--- src/rtl/f_regfile_sb.sv ---
// f_regfile_sb: FP register file with N read ports, two write ports, same-cycle bypass and a busy-bit scoreboard.
// Optional F_REGFILE_ZERO_REG0_EN hardwires index 0 to zero for reuse as the integer file.
module f_regfile_sb #(
  parameter int DATA_W = 32,
  parameter int DEPTH  = 32,
  parameter int NUM_RD = 3,
  parameter int IDX_W  = $clog2(DEPTH)
) (
  input  logic                     clk,
  input  logic                     rst,
  input  logic [NUM_RD*IDX_W-1:0]  rd_idx,
  output logic [NUM_RD*DATA_W-1:0] rd_data,
  output logic [NUM_RD-1:0]        rd_busy,
  input  logic                     wa_en,
  input  logic [IDX_W-1:0]         wa_idx,
  input  logic [DATA_W-1:0]        wa_data,
  input  logic                     wb_en,
  input  logic [IDX_W-1:0]         wb_idx,
  input  logic [DATA_W-1:0]        wb_data,
  input  logic                     iss_en,
  input  logic [IDX_W-1:0]         iss_idx,
  input  logic                     flush,
  output logic                     any_pending,
  output logic                     wr_conflict
);
`ifdef F_REGFILE_ZERO_REG0_EN
  localparam bit ZERO0 = 1'b1;
`else
  localparam bit ZERO0 = 1'b0;
`endif
  logic [DATA_W-1:0] mem_q [DEPTH];
  logic [DATA_W-1:0] mem_d [DEPTH];
  logic [DEPTH-1:0]  pend_q, pend_d;
  logic              wr_conflict_q, wr_conflict_d;
  logic              wa_ok, wb_ok, iss_ok;
  // Out-of-range indices and a hardwired index 0 behave as a constant-zero, never-busy register.
  function automatic logic idx_ok(input logic [IDX_W-1:0] idx);
    return ({1'b0, idx} < (IDX_W+1)'(DEPTH)) && !(ZERO0 && idx == '0);
  endfunction
  assign wa_ok         = wa_en && idx_ok(wa_idx);
  assign wb_ok         = wb_en && idx_ok(wb_idx);
  assign iss_ok        = iss_en && idx_ok(iss_idx);
  assign wr_conflict_d = wa_ok && wb_ok && wa_idx == wb_idx;
  assign wr_conflict   = wr_conflict_q;
  assign any_pending   = |pend_q;
  for (genvar g = 0; g < NUM_RD; g++) begin : g_rd
    logic [IDX_W-1:0] r;
    assign r = rd_idx[g*IDX_W +: IDX_W];
    assign rd_data[g*DATA_W +: DATA_W] = !idx_ok(r) ? '0 :
                                         (wa_ok && wa_idx == r) ? wa_data :
                                         (wb_ok && wb_idx == r) ? wb_data : mem_q[r];
    assign rd_busy[g] = idx_ok(r) && pend_q[r] && !(wb_ok && wb_idx == r);
  end
  always_comb begin
    mem_d  = mem_q;
    pend_d = pend_q;
    for (int k = 0; k < DEPTH; k++) begin
      mem_d[k]  = (wa_ok && wa_idx == IDX_W'(k)) ? wa_data :
                  (wb_ok && wb_idx == IDX_W'(k)) ? wb_data : mem_q[k];
      pend_d[k] = flush ? 1'b0 :
                  (iss_ok && iss_idx == IDX_W'(k)) ? 1'b1 :
                  (wb_ok && wb_idx == IDX_W'(k)) ? 1'b0 : pend_q[k];
    end
  end
  always_ff @(posedge clk or posedge rst) begin
    if (rst) begin
      for (int k = 0; k < DEPTH; k++) mem_q[k] <= '0;
      pend_q        <= '0;
      wr_conflict_q <= 1'b0;
    end else begin
      mem_q         <= mem_d;
      pend_q        <= pend_d;
      wr_conflict_q <= wr_conflict_d;
    end
  end
endmodule
--- config.mk ---
export PLATFORM = sky130hd
export DESIGN_NAME = f_regfile_sb
export DESIGN_NICKNAME = d
export VERILOG_FILES = /design/src/rtl/f_regfile_sb.sv
export SDC_FILE = /design/constraint.sdc
export NUM_CORES = 2
export LEC_CHECK = 0
export CELL_PAD_IN_SITES_DETAIL_PLACEMENT = 0
export CELL_PAD_IN_SITES_GLOBAL_PLACEMENT = 2
export CORE_MARGIN = 2
export CORE_UTILIZATION = 43
export CTS_CLUSTER_DIAMETER = 80
export DETAILED_ROUTE_END_ITERATION = 6
export PLACE_DENSITY = 0.82
export SYNTH_ARGS = -nofsm -noshare
export SYNTH_HDL_FRONTEND = slang
export SYNTH_SLANG_ARGS = --single-unit
--- constraint.sdc ---
create_clock -name clk -period 45.4 [get_ports clk]
set_input_delay 9.08 -clock clk [delete_from_list [all_inputs] [get_ports clk]]
set_output_delay 9.08 -clock clk [all_outputs]
set_load 0.01 [all_outputs]
==> results.toml <==
[run_status]
status = "finished, final reports clean"

[grt]
antenna_found_initial = 18
grt_pass1_wl_microns = 512000
grt_pass1_vias = 63910
grt_max_degree = 154
gr-total-overflow = 0
grt_usage_pct = 40.2

[yosys]
synth_nets = 7401
synth-edff-count = 0
ys_seq_elements = 1057
dominantRegCellSynth = "dfrtp_1"
synth-seq-area-share_pct = 34.4
syn_avg_cell_area_sq_um = 10.5
ys_async_sr_fraction_pct = 100
synthCells = 7301
synth_cell_type_count = 59
synth_warnings = 0
syn_area_sq_um = 76900

[sta]
fin_worst_skew_ns = 0
slew_viol_final = 0
fin_crit_sh_pct = 51.1
slew_headroom_pct = 12.1
tightest_slew_ns = 1.31
final.setup.tns_ns = 0
finalHoldViolCount = 0
period_minus_slack_ns = 23.20
max_freq_mhz = 43.1
setup_viol = 0
rsz0062_at_grt = "false"

[place]
placement.cell_area_sq_um = 80200
routabilityCongestion = 0.941
port_buffers = 200
dp_hpwl_microns = 210000

[clock_tree]
hold_buffers = 0
clk_pin_slew_ns = 0.06
cts_setup_buffers = 0
clk_latency_ns = 0.82
cts-resized-gates = 0
cts.sinks = 1057
cts_made_buffers = 132
tritoncts = "yes"
clockBufferDepth = 3
root_buffer = "clkbuf_16"
htree_num_levels = 4

[layout]
final_cell_mix = "mux2i_1 (1386), dfrtp_1 (1057), nor2_1 (819), a21oi_1 (791), mux4_2 (719)"
layout_commonest_cell = "mux2i_1"
num-nets-final = 7077
area_delta_synth_final_pct = 10.0
fillers = 16331
fin_area_sq_um = 84600
drive_above_1_share_pct = 18.5

[setup_path]
cp-startpoint = "rd_idx[0]"
arrival_ns = 14.12
rr_startpoint = "pend_q[9]"
cp-start-kind = "primary input"
critPathTopFamily = "buffers and inverters"
crit_type = "in -> out"
cp_slowest_cell = "buf_4"
endpoint_kind = "output pin"
critPathRequiredTime_ns = 36.32
crit_path_cell_trace = "buf_8, buf_4, buf_4, mux4_2, mux4_2, mux2i_1, o21ai_0, clkdlybuf4s50_1"
cp_slowest_stage_delay_ns = 0.94
crit_fanout = 63
timing.critical_path.buf_inv = 4

[power]
pwr-share-comb_pct = 30.1
seqPwrFrac_pct = 40.0
power_density_nw_per_um2 = 43.2
p_int_mw = 2.42
swShare_pct = 33.9
peakVddDrop_uv = 30.0
leakagePower_nw = 35.4
p_sw_mw = 1.24
p_clk_share_pct = 29.9

[routing]
drt-pass1-iter-count = 7
routedWlPerCell_microns = 39.1
vias = 66972
drc_errors = 0
via_per_inst = 7.09
drtIter0Drc = 10243
drt_wl_total_microns = 370000
postRouteAntennaNets = 0

[hold_path]
hold_class = "reg -> reg"
hp-start = "pend_q[11]"

[die]
coreArea_sq_um = 178000
ios = 201
start_util_pct = 43.2
die_y_microns = 427
num_rows = 155
die_w_microns = 427
dieArea_sq_um = 182000

[run]
maxCapViolCount = 0
-- logic make-up (layout without fill, tap and decap cells) --
kind of cell / after synthesis / count (layout) / share of synthesized area, %
and+or+nand+nor: 1536 / 1536 / 8.14
xor gates and xnor gates: 35 / 35 / 0.399
muxes: 2116 / 2116 / 39.2
DFF: 1057 / 1057 / 34.4
buffers and inverters: 921 / 697 / 5.50
other: 0 / 18 / 0
AOI/OAI and AO/OA: 1636 / 1636 / 12.3
-- registers in the layout, indices dropped and copies added, names as in the netlist --
name and flops:
mem_q 1024, pend_q 32, wr_conflict 1
-- cell usage after synthesis, types with 72 or more instances --
cell / n / area, sq um
o21ai_0: 412 / 2060
buf_1: 80 / 300
dfrtp_1: 1057 / 26500
clkbuf_1: 506 / 1900
mux4_2: 719 / 16200
mux2i_1: 1386 / 13900
a22oi_1: 148 / 1110
a221oi_1: 103 / 902
buf_4: 72 / 541
buf_2: 220 / 1100
a21oi_1: 791 / 3960
nor2_1: 837 / 3140
nand2_1: 480 / 1800
-- layer usage --
layer / part of all wire [%] / GRT usage, % / wire length (microns)
met4: 8.2 / 28.4 / 30500
met5: 0.042 / 0 / 154
met2: 42 / 57.3 / 156000
met3: 13 / 13.7 / 48700
met1: 36 / 51.0 / 134000
-- per-stage QoR --
| stage | hold slack [ns] | cells | utilization, % | setup WS (ns) | total power [mW] |
|---|---|---|---|---|---|
| final | 0.609 | 9450 | 47.5 | 22.20 | 3.66 |
| after detailed placement | 0.586 | 9198 | 45.1 | 22.23 | 2.54 |
| after floorplan | 0.549 | 7301 | - | 6.57 | 2.19 |
| after global routing | 0.621 | 9435 | 47.5 | 22.06 | 3.80 |
| after CTS | 0.594 | 9432 | 47.5 | 22.22 | 3.63 |
| after global placement | 0.579 | 9198 | 45.1 | 22.30 | 2.51 |
-- power by group through the flow --
stage / registers (mW) / clock network (mW) / logic, mW
2_1_floorplan: 1.37 / 0 / 0.817
3_3_place_gp: 1.45 / 0 / 1.06
4_1_cts: 1.45 / 1.10 / 1.08
3_5_place_dp: 1.46 / 0 / 1.08
5_1_grt: 1.50 / 1.13 / 1.17
6_report: 1.46 / 1.09 / 1.10
-- area by class of cell --
class | count | area [sq um] | area share, %
Multi-Input combinational cell | 5323 | 46800 | 55.3
Sequential cell | 1057 | 26500 | 31.2
Clock buffer | 196 | 3990 | 4.72
Timing Repair Buffer | 450 | 3970 | 4.68
Tap cell | 2355 | 2950 | 3.48
Clock inverter | 38 | 378 | 0.446
Inverter | 13 | 58.8 | 0.0695
Antenna cell | 18 | 45.0 | 0.0532
-- tightest hold or removal path: cells and delay by family, from the launching register on --
| family | cells | cell delay [ns] |
|---|---|---|
| AOI/OAI and AO/OA | 1 | 0.06 |
| DFF | 1 | 0.42 |
| and+or+nand+nor | 1 | 0.09 |
-- path summary, 6_finish.rpt --
path	end	cells after the start	slack [ns]
setup / recovery	rd_data[11]	8	22.20
hold / removal	pend_q[11]	2	0.61
setup reg to reg	pend_q[9]	2	44.52
hold reg to reg	pend_q[11]	2	0.61
max in group asynchronous	mem_q[433]	5	33.21
min in group asynchronous	pend_q[28]	2	8.78
Note: power is estimated with default switching activity, not from simulation.
